==> config.mk <==
export PLATFORM = sky130hd
export DESIGN_NAME = serial_adder
export DESIGN_NICKNAME = d
export VERILOG_FILES = /design/src/rtl/serial_adder.sv
export SDC_FILE = /design/constraint.sdc
export NUM_CORES = 1
export LEC_CHECK = 0
export BUFFER_PORTS_ARGS = -buffer_cell sky130_fd_sc_hd__buf_4
export CAP_MARGIN = 15
export CORE_MARGIN = 2
export CORE_UTILIZATION = 52
export DETAILED_ROUTE_END_ITERATION = 12
export PLACE_DENSITY = 0.77
export SYNTH_ARGS = -nofsm -noshare
export SYNTH_HDL_FRONTEND = slang
export SYNTH_SLANG_ARGS = --single-unit
==> constraint.sdc <==
create_clock -name clk -period 1.6 [get_ports clk]
set_input_delay 0.32 -clock clk [delete_from_list [all_inputs] [get_ports clk]]
set_output_delay 0.32 -clock clk [all_outputs]
set_load 0.01 [all_outputs]
==> src/rtl/serial_adder.sv <==
// Bit-serial adder: one full-adder slice with a registered carry walks the
// operands LSB first, then reports sum, carry-out and signed overflow.
module serial_adder #(
  parameter int WIDTH = 8
) (
  input  logic             clk,
  input  logic             rst,
  input  logic             start,
  input  logic [WIDTH-1:0] a,
  input  logic [WIDTH-1:0] b,
  input  logic             cin,
  output logic             busy,
  output logic             done,
  output logic [WIDTH-1:0] sum,
  output logic             cout,
  output logic             ovf
);

  localparam int CW = $clog2(WIDTH) + 1;

  typedef enum logic {IDLE, RUN} state_t;

  state_t           state_q, state_d;
  logic [WIDTH-1:0] a_q, a_d;
  logic [WIDTH-1:0] b_q, b_d;
  logic [WIDTH-1:0] sum_q, sum_d;
  logic [CW-1:0]    cnt_q, cnt_d;
  logic             carry_q, carry_d;
  logic             cout_q, cout_d;
  logic             ovf_q, ovf_d;
  logic             done_q, done_d;
  logic             s_bit;
  logic             c_next;

  assign s_bit  = a_q[0] ^ b_q[0] ^ carry_q;
  assign c_next = (a_q[0] & b_q[0]) | (a_q[0] & carry_q) | (b_q[0] & carry_q);

  always_comb begin
    state_d = state_q;
    a_d     = a_q;
    b_d     = b_q;
    sum_d   = sum_q;
    cnt_d   = cnt_q;
    carry_d = carry_q;
    cout_d  = cout_q;
    ovf_d   = ovf_q;
    done_d  = 1'b0;
    case (state_q)
      IDLE: begin
        if (start) begin
          a_d     = a;
          b_d     = b;
          carry_d = cin;
          cnt_d   = '0;
          state_d = RUN;
        end
      end
      RUN: begin
        carry_d = c_next;
        a_d     = a_q >> 1;
        b_d     = b_q >> 1;
        sum_d   = {s_bit, sum_q[WIDTH-1:1]};
        cnt_d   = cnt_q + 1'b1;
        // On the MSB, carry_q is the carry into the MSB and c_next the carry out.
        if (cnt_q == CW'(WIDTH - 1)) begin
          cout_d  = c_next;
          ovf_d   = carry_q ^ c_next;
          done_d  = 1'b1;
          state_d = IDLE;
        end
      end
      default: state_d = IDLE;
    endcase
  end

  always_ff @(posedge clk) begin
    if (rst) begin
      state_q <= IDLE;
      a_q     <= '0;
      b_q     <= '0;
      sum_q   <= '0;
      cnt_q   <= '0;
      carry_q <= 1'b0;
      cout_q  <= 1'b0;
      ovf_q   <= 1'b0;
      done_q  <= 1'b0;
    end else begin
      state_q <= state_d;
      a_q     <= a_d;
      b_q     <= b_d;
      sum_q   <= sum_d;
      cnt_q   <= cnt_d;
      carry_q <= carry_d;
      cout_q  <= cout_d;
      ovf_q   <= ovf_d;
      done_q  <= done_d;
    end
  end

  assign busy = (state_q == RUN);
  assign done = done_q;
  assign sum  = sum_q;
  assign cout = cout_q;
  assign ovf  = ovf_q;

endmodule

==> Word level (Yosys, flattened, before mapping) <==
Index checks and enable logic that the tools add are counted.
{ "word_totals": {"regBits": 33, "inputBits": 20, "out_inout_bits": 12, "wordCells": 35} }
{ "classes": {"add_sub_neg": 1, "eq_ne": 2, "muxes": 12, "bitwise_logic": 9, "reduce_logical": 2} }
{ "op_table": {"columns": ["operator", "n"], "rows": [
  ["$pmux 8 s2", 2],
  ["$mux 8", 2],
  ["$pmux 4 s2", 1],
  ["$add 4x1->4 const B", 1],
  ["$eq 4x3->1 const B", 1],
  ["$mux 1", 4],
  ["$mux 4", 1],
  ["$pmux 1 s2", 2],
  ["$and 1x1->1", 3],
  ["$xor 1x1->1", 3],
  ["$ne 2x2->1 const B", 1],
  ["$or 1x1->1", 2],
  ["$reduce_and 2->1", 1],
  ["$reduce_or 2->1", 1],
  ["$not 1->1", 1]
]} }

==> Longest topological paths before layout <==
Gate-level depths: netlist of run 1.
{ "logic_depth": {"ltp_word": 4, "ltp_mapped": 5, "ltp_nobuf": 4} }

==> Worst setup path after synthesis of run 1 <==
No wires, ideal clock.
{ "synth_path": {"kind": "reg-to-reg", "start": "register a_q[0]", "end": "register ovf_q, in the netlist ovf", "setup_ns": 0.079, "arrival_time_ns": 1.099, "required_time_ns": 1.521, "slack_ns": 0.421, "stages_incl_launch_ff": 4, "n_path_buf": 0, "period_less_slack_ns": 1.179, "cell_sequence": "dfxtp_1 -> fa_1 -> xnor2_1 -> a211oi_2"} }
{ "synth_via": {"elab_chain_len": 4, "word_cells_on_any_way": 5, "classes_between": "bitwise: 5"} }
{ "synth_lines": {"columns": ["element", "line_no", "rtl"], "rows": [
  ["start: declaration", "24", "logic [WIDTH-1:0] a_q, a_d;"],
  ["start signal: assignment", "79", "a_q <= '0;"],
  ["start signal: assignment", "89", "a_q <= a_d;"],
  ["$and 1x1->1", "36", "assign c_next = (a_q[0] & b_q[0]) | (a_q[0] & carry_q) | (b_q[0] & carry_q);"],
  ["$or 1x1->1 (*) (2 in a row)", "36", null],
  ["net c_next", "33", "logic c_next;"],
  ["$xor 1x1->1 (*)", "67", "ovf_d = carry_q ^ c_next;"],
  ["end signal: assignment", "95", "ovf_q <= ovf_d;"],
  ["end: declaration", "30", "logic ovf_q, ovf_d;"]
]} }
The timed path passes the listed nets; every way through them passes the cells marked *.
A chain may end at the register's enable or synchronous reset.

==> Worst setup path after layout of run 1 <==
{ "layout_path": {"start": "register state_q, in the netlist busy", "end": "output busy"} }
{ "layout_lines": {"columns": ["element", "line_no", "rtl"], "rows": [
  ["start: declaration", "23", "state_t state_q, state_d;"],
  ["start signal: assignment", "88", "state_q <= state_d;"],
  ["end: declaration", "12", "output logic busy,"]
]} }
No word-level cell between the ends.

==> results.md, run 1 <==
- Placer congestion estimate: 0.744
- Post-synth top area cell: dfxtp_1
- Worst hold stages: 3
- DR iter-0 viols: 4
- Syn nets: 156
- Commonest non-fill, non-tap cell in the layout: buf_4
- Final WL: 2.44 mm
- Top post-synthesis cells by area: dfxtp_1 (46%), mux2i_1 (19%), mux2_2 (7.9%), nor2_1 (7.7%), mux2_1 (4.0%)
- Post-Synth XOR/XNOR Area: 0.616%
- Psw: 0.384 mW
- Final instance area: 1700 um^2
- Status: finished clean
- Mapped Cells: 134
- Area of the multi-input gates: 694 um^2
- Final Slew Violations: 0
- CTS tree: built
- Placed Area: 1650 um^2
- Mux cell area share after synthesis: 30.9%
- Clk slew on worst S/H paths: 100 ps
- Layout area overhead: 19.4%
- Startpoint Class: register
- Clock Power Share: 29.1%
- Logic pwr share: 12.8%
- Max Cap Viol: 0
- Die Height: 56.3 um
- Critical Path RT: 1280 ps
- Total CTS buffers: 5
- Adder-cell share of the synthesized area: 2.29%
- Die width: 56.3 um
- Largest net degree at the start of global routing: 34
- Fin nets: 185
- Final setup viols: 0
- Yosys warnings: 0
- Hold Crit Class: in2reg
- Worst skew pair latency: 330 ps
- Core Area: 2540 um^2
- Max Fclk: 681 MHz
- PwrDens: 893 nW/um^2
- Crit Path Category: reg2out
- Post-CTS setup buffers: 0
- Worst setup EP type: output port
- Worst Skew: 8.98 ps
- Clock Sinks: 33
- Setup_tns: 0 ps
- CP Data Arrival Time: 1150 ps
- Initial antenna violation count: 0
- Cell Int Power: 1.13 mW
- Worst VDD drop: 755 uV
- Normalized max-slew margin: 77.9%
- Leakage power: 0.752 nW
- Effective utilization at floorplan: 55.9%
- Most frequent cells in the layout: buf_4 (33), dfxtp_1 (32), nor2_1 (29)
- Sequential share of power: 58.1%
- Sw frac: 25.3%
- Vias/cell: 5.17
- RSZ-0062 raised after global routing: false
- FP Rows: 18
- GRT overflow: 0
- Measured slew at the worst slew-check pin: 332 ps
- ANT nets after route: 0
- Tot GR Track Use: 17.0%
- HPWL after DPL: 1.71 mm
- Number of global-route vias before repair: 966
- Tmin final: 1470 ps
- Seq/Total Area, Yosys: 46.4%
- Setup WS pre-CTS: 315 ps
- Final hold vios: 0
- PortBufs: 31
- Post-synth top area share: 46.4%
- Synth Cell Area: 1420 um^2
- Largest family of logic cells by synthesized area: multiplexers
- Fin crit share: 91.7%
- # diodes: 0
- Root Buffer: clkbuf_4
- Residual DRC: 0
- Yosys cell types: 22
- I/O pin count: 32
- Synth Register Bits: 33
- Global-route wire length before repair: 4.24 mm
- Synthesized area per cell: 10.6 um^2
- Reg area: 664 um^2
- First drt pass iteration count: 4
- Compound-Gate Fraction of Synth Area: 3.08%
- Final WS setup: 132 ps
- CTS Hold Bufs: 0
- R2r worst-path depth: 4
- Share of cells above drive strength 1: 31.7%
- Drt wl/cell: 12.6 um
- # fillers: 220
- DR vias: 1003
- CTS H-tree depth: 2
- Die area: 3170 um^2
- Clk buf depth: 2
- Post-synthesis simple-gate area fraction: 12.0%
- PostCTS Resize Cnt: 0
- CP Max Fanout: 15
[final timing paths]
kind | from | to | slack (ps)
setup / recovery | busy | busy | 130
hold / removal | b[7] | b_q[7] | 270
setup reg to reg | cnt_q[0] | cout | 330
hold reg to reg | b_q[5] | b_q[4] | 490
[layer usage]
metal	part of all wire, %	GRT usage (%)	vias to the layer above
met5	0	0	-
met4	1.1	5.10	0
met3	5.1	6.22	4
met2	47	27.2	24
met1	47	21.3	459
li1	-	-	516
[cell type report]
type | count | share of cell area (%)
flip-flops and latches | 33 | 39.1
repair buffers | 33 | 14.6
clock buffers | 6 | 2.43
clock inverters | 2 | 0.589
inverters | 1 | 0.221
multi-input cells | 89 | 40.9
well taps | 30 | 2.21
[power by group through the flow]
stage | clock network, mW | logic (mW) | registers [mW]
after floorplan | 0 | 0.144 | 0.892
after global placement | 0 | 0.188 | 0.898
after detailed placement | 0 | 0.196 | 0.902
after CTS | 0.460 | 0.197 | 0.883
after global routing | 0.491 | 0.214 | 0.888
final | 0.442 | 0.194 | 0.882
[registers in the layout (all words and copies together) (netlist names)]
signal,count
a_q,8
b_q,8
sum,8
cnt_q,4
busy,1
carry_q,1
cout,1
done,1
ovf,1
[cells in the mapped netlist]
cell type  instances
nor2b_1            1
mux2_2            10
buf_2              3
nand2b_1           1
xnor2_1            1
clkbuf_1           3
mux2_1             5
a211oi_2           1
mux2i_1           27
buf_4              5
nor3b_1            1
a32oi_1            1
nor2_1            29
dfxtp_1           33
inv_1              1
nand4_1            1
nor3_1             3
ha_1               1
and4b_1            2
a21oi_1            3
a211oi_1           1
fa_1               1
[cells by family after synthesis]
kind of cell | after synthesis
compound gates | 6
xor+xnor | 1
fa+ha+maj | 2
buf+inv | 12
flops | 33
mux | 42
simple gates | 38
[per-stage QoR]
step	total power, mW	hold slack (ps)	util (%)	std cells
3_3_place_gp	1.09	463	64.7	186
5_1_grt	1.59	302	66.8	194
2_1_floorplan	1.04	456	-	134
6_report	1.52	269	66.8	194
3_5_place_dp	1.10	477	64.7	186
4_1_cts	1.54	264	66.7	194
[critical path: stages (launching register included)]
cell     delay [ps]
dfxtp_4         450
buf_4           220
buf_4           140
(Power assumes the default switching activity.)
==> inputs of run 2 (changes only) <==
- ABC_AREA: unset -> 1
- TNS_END_PERCENT: unset -> 30
- clock period: 1.6 -> 1.4 ns (I/O delays scaled with it)
==> run 2 against run 1 <==
Sequential power is 16% higher. Routed wire length rose by 14%. First-iteration DRC count grew to 13 times the previous value. Cell area grew 3.9%. Die area up 1.6%. Synthesized cell count up 53%. Synthesized area up 1.8%. Setup slack worse by 67 ps. Worst hold slack got worse by 130 ps. Global-route usage grew 2.6 points. Flip-flop and latch count unchanged. Via count increased by 29%.
==> results.md, run 2 <==
- Post-Synth XOR/XNOR Area: 0.605%
- Worst path slowest cell: dfxtp_2
- Crit-path cells: buf_6 -> buf_4
- Tot GR Track Use: 19.6%
- Die width: 56.8 um
- DR iter-0 viols: 53
- Delay-heaviest family, CP: flip-flops
- Leakage power: 0.926 nW
- Top post-synthesis cells by area: dfxtp_1 (46%), nand2_1 (17%), nand3_1 (11%), nor2_1 (6.0%), inv_1 (4.9%)
- Final hold vios: 0
- Residual DRC: 0
- Mux cell area share after synthesis: 0%
- Vias/cell: 4.79
- Die Height: 56.8 um
- Critical Path RT: 1120 ps
- Ys flop type: dfxtp_1
- Synth Cell Area: 1450 um^2
- Mapped Cells: 205
- Yosys cell types: 16
- Commonest non-fill, non-tap cell in the layout: nand2_1
- Global-route wire length before repair: 4.84 mm
- Tmin final: 1330 ps
- Worst VDD drop: 770 uV
- Worst skew pair latency: 330 ps
- Post-synth top area share: 45.6%
- ANT nets after route: 0
- Total CTS buffers: 5
- PortBufs: 31
- CTS H-tree depth: 2
- Layout area overhead: 22.0%
- CTS tree: built
- Drt wl/cell: 10.3 um
- Setup_tns: 0 ps
- RSZ-0062 raised after global routing: false
- Effective utilization at floorplan: 53.4%
- CP Max Fanout: 18
- Die area: 3220 um^2
- Clk slew on worst S/H paths: 90 ps
- Area of the multi-input gates: 626 um^2
- Reg area: 662 um^2
- Core Area: 2710 um^2
- Clock Sinks: 33
- Post-synth top area cell: dfxtp_1
- Crit Path Category: reg2out
- Adder-cell share of the synthesized area: 2.25%
- Clk buf depth: 2
- Most frequent cells in the layout: nand2_1 (64), buf_4 (37), nand3_1 (33)
- GRT overflow: 0
- Seq/Total Area, Yosys: 45.6%
- Final setup viols: 0
- Async SR Flop Fraction: 0%
- Post-synthesis simple-gate area fraction: 35.2%
- Compound-Gate Fraction of Synth Area: 5.19%
- Pwr Total: 1.84 mW
- Max Cap Viol: 0
- CP Data Arrival Time: 1050 ps
- Worst setup EP type: output port
- Synthesized area per cell: 7.06 um^2
- Synth Register Bits: 33
- Non-filler cells in the finished layout: 270
- Top-count cell post-synth: nand2_1
- Slowest stage delay, CP: 400 ps
- Number of global-route vias before repair: 1102
- Fin crit share: 95.3%
- Yosys warnings: 0
- Final Core Density: 65.1%
- Placed cell count: 263
- Commonest cells post-synth: nand2_1 (64), dfxtp_1 (33), nand3_1 (33)
- Post-CTS setup buffers: 0
- Final WL: 2.78 mm
- Fin nets: 261
- EDFF count, synth: 0
- FP Rows: 19
- Max Fclk: 749 MHz
- Normalized max-slew margin: 72.5%
- PwrDens: 1040 nW/um^2
- Worst Skew: 4.51 ps
- I/O pin count: 32
- Largest family of logic cells by synthesized area: simple AND/OR/NAND/NOR gates
- Status: finished clean
- DR vias: 1293
- HPWL after DPL: 1.93 mm
- Final Slew Violations: 0
- Root Buffer: clkbuf_4
- # fillers: 262
- # diodes: 0
- First drt pass iteration count: 4
- Worst Path Buf+Inv: 2
- Measured slew at the worst slew-check pin: 413 ps
- Syn nets: 227
- Initial antenna violation count: 0
- Placer congestion estimate: 0.750
- Hold Crit Class: in2reg
- Share of cells above drive strength 1: 20.1%
- Largest net degree at the start of global routing: 27
- Startpoint Class: register
## run 2: cell type report
cell class | instances | share of cell area (%)
flip-flops and latches | 33 | 37.5
multi-input cells | 140 | 35.4
repair buffers | 39 | 17.5
inverters | 20 | 4.25
clock buffers | 7 | 3.12
well taps | 31 | 2.20
## run 2: power by group
part | leakage [nW] | switching [mW] | internal (mW)
combinational | 0.624 | 0.143 | 0.135
clock | 0.0314 | 0.301 | 0.237
sequential | 0.271 | 0.0324 | 0.990
total | 0.926 | 0.477 | 1.36
## run 2: path summary, 6_finish.rpt
check	depth (start not counted)	from	slack [ps]	end
hold / removal	2	rst	140	a_q[7]
setup reg to reg	4	a_q[0]	210	ovf
hold reg to reg	2	a_q[7]	460	a_q[7]
setup / recovery	2	busy	70	busy
## run 2: what timing repair did
| action | CTS | global route |
|---|---|---|
| setup endpoints to repair | 1 | 0 |
| hold buffers | 0 | 0 |
| gates resized for setup | 2 | 0 |
## run 2: through the flow
step	worst slack [ps]	cell area, um^2	hold slack (ps)
2_1_floorplan	254	1450	349
3_3_place_gp	235	1710	452
3_5_place_dp	221	1710	450
4_1_cts	54.1	1770	130
5_1_grt	0.566	1770	104
6_report	65.5	1770	140
## run 2: cells by family (layout without fill, tap and decap cells)
kind of cell | after synthesis | in the layout
AND/OR/NAND/NOR | 122 | 122
AO/OA/AOI/OAI | 15 | 15
XOR/XNOR | 1 | 1
buffers and inverters | 32 | 66
flip-flops | 33 | 33
adder cells (fa/ha/maj) | 2 | 2
## run 2: per-layer routing
| metal | track usage [%] | routed length (um) | vias to the layer above |
|---|---|---|---|
| met5 | 0 | 0 | - |
| met4 | 6.98 | 40 | 0 |
| met3 | 8.06 | 130 | 6 |
| met2 | 29.2 | 1210 | 22 |
| met1 | 25.4 | 1410 | 562 |
| li1 | - | - | 703 |
